<file path="config.mk">
export PLATFORM = sky130hd
export DESIGN_NAME = bin2bcd_seq_flat
export DESIGN_NICKNAME = d
export VERILOG_FILES = /design/src/rtl/bin2bcd_pkg.sv /design/src/rtl/bin2bcd_seq_if.sv /design/src/rtl/bin2bcd_add3.sv /design/src/rtl/bin2bcd_seq.sv /design/src/flat_wrapper.sv
export SDC_FILE = /design/constraint.sdc
export NUM_CORES = 1
export LEC_CHECK = 0
export ABC_AREA = 1
export ABC_CLOCK_PERIOD_IN_PS = 2550
export BUFFER_PORTS_ARGS = -buffer_cell sky130_fd_sc_hd__buf_2
export CORE_AREA = 4 4 80 82
export DETAILED_ROUTE_END_ITERATION = 10
export DIE_AREA = 0 0 84 86
export GPL_ROUTABILITY_DRIVEN = 1
export PLACE_DENSITY = 0.74
export SETUP_SLACK_MARGIN = 0.2
export SYNTH_ARGS = -nofsm -noshare
export SYNTH_HDL_FRONTEND = slang
export SYNTH_HIERARCHICAL = 1
export SYNTH_SLANG_ARGS = --single-unit
</file>
<file path="constraint.sdc">
create_clock -name clk -period 2.55 [get_ports clk]
set_input_delay 0.3825 -clock clk [delete_from_list [all_inputs] [get_ports clk]]
set_output_delay 0.3825 -clock clk [all_outputs]
set_load 0.03 [all_outputs]
</file>
<file path="src/rtl/bin2bcd_pkg.sv">
// Shared definitions for the sequential binary-to-BCD converter that feeds
// the 4-digit 7-segment driver: FSM encoding, clamp limit, reset constants
// and the leading-zero mask helper.
package bin2bcd_pkg;

    // Converter FSM encoding; also exported on the debug state output.
    typedef enum logic [1:0] {
        IDLE   = 2'd0,
        CONV   = 2'd1,
        FINISH = 2'd2
    } state_t;

    // Largest value that fits in four decimal digits; larger inputs clamp.
    localparam logic [13:0] BCD_MAX   = 14'd9999;

    // Output values after reset: display reads "   0".
    localparam logic [15:0] BCD_RST   = 16'h0000;
    localparam logic [3:0]  BLANK_RST = 4'b1110;

    // Bit counter width; WIDTH is at most 14 so 4 bits suffice.
    localparam int CNT_W = 4;

    // Leading-zero mask for a packed 4-digit BCD word. Digit 0 is never
    // blanked so a zero value still shows a single "0".
    function automatic logic [3:0] blank_mask(input logic [15:0] d);
        logic b3;
        logic b2;
        logic b1;
        b3 = (d[15:12] == 4'd0);
        b2 = b3 && (d[11:8] == 4'd0);
        b1 = b2 && (d[7:4] == 4'd0);
        return {b3, b2, b1, 1'b0};
    endfunction

endpackage

</file>
<file path="src/rtl/bin2bcd_seq_if.sv">
// Request/result bundle between the display register logic (master) and the
// binary-to-BCD converter (slave).
//
// Handshake: the converter is ready exactly when busy is low. A request is
// accepted on a rising edge where start=1 and busy=0; bin is sampled on that
// edge only. start seen while busy=1 is dropped, not queued. The result
// (bcd_out, ovf, blank) updates on the edge that raises done for one cycle
// and holds until the next done or reset.
interface bin2bcd_seq_if
    import bin2bcd_pkg::*;
#(
    parameter int WIDTH = 14
);
    logic             start;
    logic [WIDTH-1:0] bin;
    logic             busy;
    logic             done;
    logic [15:0]      bcd_out;
    logic             ovf;
    logic [3:0]       blank;
    state_t           dbg_state;

    modport master (
        output start,
        output bin,
        input  busy,
        input  done,
        input  bcd_out,
        input  ovf,
        input  blank,
        input  dbg_state
    );

    modport slave (
        input  start,
        input  bin,
        output busy,
        output done,
        output bcd_out,
        output ovf,
        output blank,
        output dbg_state
    );
endinterface

</file>
<file path="src/rtl/bin2bcd_add3.sv">
// Double-dabble correction cell for one BCD nibble: values 5..9 get +3 so
// that the following left shift carries correctly into the next digit.
module bcd_add3 (
    input  logic [3:0] din,
    output logic [3:0] dout
);

    // Combinational add-3-if-at-least-5 correction.
    assign dout = (din >= 4'd5) ? (din + 4'd3) : din;

endmodule

</file>
<file path="src/rtl/bin2bcd_seq.sv">
// Sequential double-dabble converter, one input bit per clock. Converts the
// display register value to a packed 4-digit BCD word for the 7-segment
// driver. Results are held in dedicated output registers that only change
// on completion or reset, so the multiplexed display never sees a partial
// value. Inputs above 9999 are clamped and flagged via ovf.
module bin2bcd_seq
    import bin2bcd_pkg::*;
#(
    parameter int WIDTH  = 14,  // binary input width, 4..14
    parameter int DIGITS = 4    // BCD digits; the display word is 4 digits
)(
    input  logic             clk,
    input  logic             clr_n,
    bin2bcd_seq_if.slave     bus
);

    localparam int SW = 4 * DIGITS;  // scratch width, 16 bits

    state_t           state;
    logic [CNT_W-1:0] cnt;
    logic [WIDTH-1:0] shift;
    logic [SW-1:0]    scratch;
    logic             ovf_pending;
    logic             busy_q;
    logic             done_q;
    logic [15:0]      bcd_q;
    logic             ovf_q;
    logic [3:0]       blank_q;

    // Input clamp: anything above 9999 converts as 9999. The input is
    // zero-extended to 14 bits so the compare is valid for every WIDTH;
    // for WIDTH<14 the compare can never be true.
    logic [13:0]      bin_ext;
    logic             clamp;
    logic [WIDTH-1:0] bin_cap;

    assign bin_ext = 14'(bus.bin);
    assign clamp   = (bin_ext > BCD_MAX);
    assign bin_cap = clamp ? WIDTH'(BCD_MAX) : bus.bin;

    // Dabble step: correct every digit, then shift {scratch, shift} left by
    // one as a single wide register. With the input clamped no digit ever
    // exceeds 9, so the bit shifted out of the top is always zero.
    logic [SW-1:0]       adj;
    logic [SW+WIDTH-1:0] dd_next;

    for (genvar g = 0; g < DIGITS; g++) begin : g_add3
        bcd_add3 u_add3 (
            .din  (scratch[4*g +: 4]),
            .dout (adj[4*g +: 4])
        );
    end

    assign dd_next = {adj, shift} << 1;

    // Converter FSM: capture in IDLE, WIDTH shift steps in CONV, publish the
    // result and pulse done in FINISH.
    always_ff @(posedge clk or negedge clr_n) begin
        if (!clr_n) begin
            state       <= IDLE;
            cnt         <= '0;
            shift       <= '0;
            scratch     <= '0;
            ovf_pending <= 1'b0;
            busy_q      <= 1'b0;
            done_q      <= 1'b0;
            bcd_q       <= BCD_RST;
            ovf_q       <= 1'b0;
            blank_q     <= BLANK_RST;
        end else begin
            done_q <= 1'b0;
            case (state)
                IDLE: begin
                    if (bus.start) begin
                        shift       <= bin_cap;
                        scratch     <= '0;
                        cnt         <= CNT_W'(WIDTH);
                        ovf_pending <= clamp;
                        busy_q      <= 1'b1;
                        state       <= CONV;
                    end
                end
                CONV: begin
                    scratch <= dd_next[SW+WIDTH-1:WIDTH];
                    shift   <= dd_next[WIDTH-1:0];
                    cnt     <= cnt - CNT_W'(1);
                    // Last of the WIDTH shift steps.
                    if (cnt == CNT_W'(1)) begin
                        state <= FINISH;
                    end
                end
                FINISH: begin
                    bcd_q   <= scratch[15:0];
                    ovf_q   <= ovf_pending;
                    blank_q <= blank_mask(scratch[15:0]);
                    done_q  <= 1'b1;
                    busy_q  <= 1'b0;
                    state   <= IDLE;
                end
                default: begin
                    state  <= IDLE;
                    busy_q <= 1'b0;
                end
            endcase
        end
    end

    assign bus.busy      = busy_q;
    assign bus.done      = done_q;
    assign bus.bcd_out   = bcd_q;
    assign bus.ovf       = ovf_q;
    assign bus.blank     = blank_q;
    assign bus.dbg_state = state;

endmodule

</file>
<file path="src/flat_wrapper.sv">
// flat-port wrapper written by rule: the top's interface ports become plain ports
module bin2bcd_seq_flat import bin2bcd_pkg::*;
#(
    parameter int WIDTH  = 14,                              
    parameter int DIGITS = 4                                               
)
  (clk, clr_n, bus_start, bus_bin, bus_busy, bus_done, bus_bcd_out, bus_ovf, bus_blank, bus_dbg_state);
  bin2bcd_seq_if #(.WIDTH(WIDTH)) bus_i ();
  input  logic clk;
  input  logic clr_n;
  input wire logic [$bits(bus_i.start)-1:0] bus_start;
  input wire logic [$bits(bus_i.bin)-1:0] bus_bin;
  output wire logic [$bits(bus_i.busy)-1:0] bus_busy;
  output wire logic [$bits(bus_i.done)-1:0] bus_done;
  output wire logic [$bits(bus_i.bcd_out)-1:0] bus_bcd_out;
  output wire logic [$bits(bus_i.ovf)-1:0] bus_ovf;
  output wire logic [$bits(bus_i.blank)-1:0] bus_blank;
  output wire logic [$bits(bus_i.dbg_state)-1:0] bus_dbg_state;
  assign bus_i.start = bus_start;
  assign bus_i.bin = bus_bin;
  assign bus_busy = bus_i.busy;
  assign bus_done = bus_i.done;
  assign bus_bcd_out = bus_i.bcd_out;
  assign bus_ovf = bus_i.ovf;
  assign bus_blank = bus_i.blank;
  assign bus_dbg_state = bus_i.dbg_state;
  bin2bcd_seq #(.WIDTH(WIDTH), .DIGITS(DIGITS)) u_core (.clk(clk), .clr_n(clr_n), .bus(bus_i));
endmodule
</file>
==> out/qor.txt <==
Max clock buf depth: 2
Drt pass-1 iters: 4
Non-Filler Instances: 488
Total track usage: 18.45%
Setup CP Type: reg2reg
Logic gate share of total power: 46.3%
Drt drc: 0
Post-Syn Area: 0.002977 mm^2
Die width: 84 um
Fin util: 59.97%
Most common library cell in the layout ignoring fill and taps: nand2_1
Lkg Pwr: 1.768 nW
Switching power share of the total: 44.61%
Internal: 2.554 mW
Vias: 2431
Setup crit start: u_core/bus.dbg_state[0]
CP delay by family, top: simple AND/OR/NAND/NOR gates
Startpoint Class: register
Slowest-stage cell, CP: dfrtp_1
Most frequent cells in the layout: nand2_1 (108), dfrtp_1 (56), o21ai_0 (46), buf_2 (40), inv_1 (39)
Final Power: 4.612 mW
Largest net degree at the start of global routing: 60
TritonCTS Sinks: 59
Worst Tran Pin Value: 0.6730 ns
Mean Syn Cell Area: 8.177 um^2
Final Net Count: 435
Period minus WS final: 1.526 ns
Top Ports: 42
Slew HR: 55.03%
Buffers on Ports: 40
Clock root cell: clkbuf_8
Core area: 0.005746 mm^2
Global-route wire length before repair: 10.71 mm
PD cells: 1338 mW/mm^2
Drt total wl: 6.040 mm
Placed insts: 472
Post-synthesis cell count: 364
Number of global-route vias before repair: 2405
CP Data Arrival Time: 1.73 ns
Worst path max stage delay: 0.40 ns
Via/cell ratio: 4.982
CTS resizes: 0
Fin Hold WS: 0.04219 ns
Worst skew pair latency: 0.33 ns
Max Slew Vio Count: 0
Layout cell share with drive strength beyond 1: 22.03%
Crit-path most repeated cell: nand2_1
Cts hold-fix bufs: 0
RSZ-0062 raised after global routing: no
Overflow after GRT: 0
Reg-to-reg endpoint: u_core/bus.bcd_out[6]
ANT nets after route: 0
Final hold vios: 0
Final Skew: 0.005804 ns
CTS H-tree depth: 3
CP Buf/Inv Count: 2
Number of cell rows: 28
Worst path depth: 5
Layout area overhead: 15.76%
Die height: 86 um
Clock transition at the registers of the reported paths: 0.07 ns
Starting Density: 51.81%
Worst hold path class: in2async
Sw Pwr: 2.057 mW
Post-DP HPWL: 4.122 mm
Max rail drop VDD: 0.7187 mV
Setup crit end kind: register
Clock Power Share: 17.5%
Max Cap Violations: 0
DR WL/cell: 12.38 um
CP Cell Sequence: inv_2 -> nand2_1 -> buf_4 -> nand2_1 -> o21ai_0
Ant diodes: 0
Reg2reg start: u_core/bus.dbg_state[0]
Seq pwr share: 36.2%
TNS Setup: 0 ns
Outcome: finished clean
Fmax: 655.4 MHz
Number of antenna violations at the first check in global routing: 0
Required time of the critical path: 2.75 ns
CP Max Fanout: 23
Syn Nets: 391
Final worst-path cycle share: 59.84%
Die Area: 0.007224 mm^2
Worst setup endpoint: u_core/bus.bcd_out[6]
Number of CTS-inserted buffers: 9
Setup bufs post-CTS: 0
Reg-to-reg slack, setup: 1.02 ns
Setup violations, final: 0
CTS tree: done
YS warnings: 6
Reg2reg path depth: 5
Gpl congestion: 0.8407
DRC marker count from the first detailed-route iteration: 120
state kept, by name, indices dropped and copies added, names as in the netlist:
name / flops
u_core/bus.busy: 1
u_core/bus.ovf: 1
u_core/bus.blank: 3
u_core/ovf_pending: 1
u_core/scratch: 16
u_core/bus.bcd_out: 16
u_core/shift: 14
u_core/cnt: 4
u_core/bus.dbg_state: 2
u_core/bus.done: 1
routing by layer:
layer / track usage (%) / share of wire (%) / vias up
met5: 0 / 0 / -
met4: 9.064 / 1.7 / 0
met3: 3.746 / 3.6 / 9
met2: 29.79 / 48 / 54
met1: 23.81 / 46 / 1142
li1: - / - / 1226
area by class of cell:
cell class	count	area (um^2)
Clock buffer	15	186.4
Clock inverter	1	5.005
Tap cell	75	93.84
Inverter	46	175.2
Multi-Input combinational cell	248	1262
Sequential cell	59	1480
Fill cell	535	2300
Timing Repair Buffer	44	242.7
per-stage QoR:
| stage | setup slack [ns] | area (um^2) |
|---|---|---|
| 2_1_floorplan | 1.183 | 2977 |
| 3_3_place_gp | 1.058 | 3254 |
| 3_5_place_dp | 0.9922 | 3254 |
| 4_1_cts | 0.9992 | 3446 |
| 5_1_grt | 0.8335 | 3446 |
| 6_report | 1.024 | 3446 |
power groups by stage:
| stage | clock network, mW | registers (mW) | logic, mW |
|---|---|---|---|
| 2_1_floorplan | 0 | 1.92 | 1.36 |
| 3_3_place_gp | 0 | 1.67 | 2.07 |
| 3_5_place_dp | 0 | 1.68 | 2.14 |
| 4_1_cts | 0.824 | 1.67 | 2.15 |
| 5_1_grt | 0.886 | 1.73 | 2.42 |
| 6_report | 0.808 | 1.67 | 2.13 |
how the worst min path moves through the flow:
| stage | cells past startpoint | to | slack [ns] |
|---|---|---|---|
| after global placement | 2 | u_core/bus.done | 0.41 |
| after floorplan | 0 | u_core/bus.bcd_out[0] | 0.09 |
| after detailed placement | 2 | u_core/bus.bcd_out[12] | 0.41 |
| after global routing | 2 | u_core/bus.bcd_out[12] | 0.06 |
| final | 2 | u_core/bus.bcd_out[12] | 0.04 |
| after CTS | 2 | u_core/bus.bcd_out[12] | 0.05 |
No activity file was read; power rests on OpenSTA's default activity.
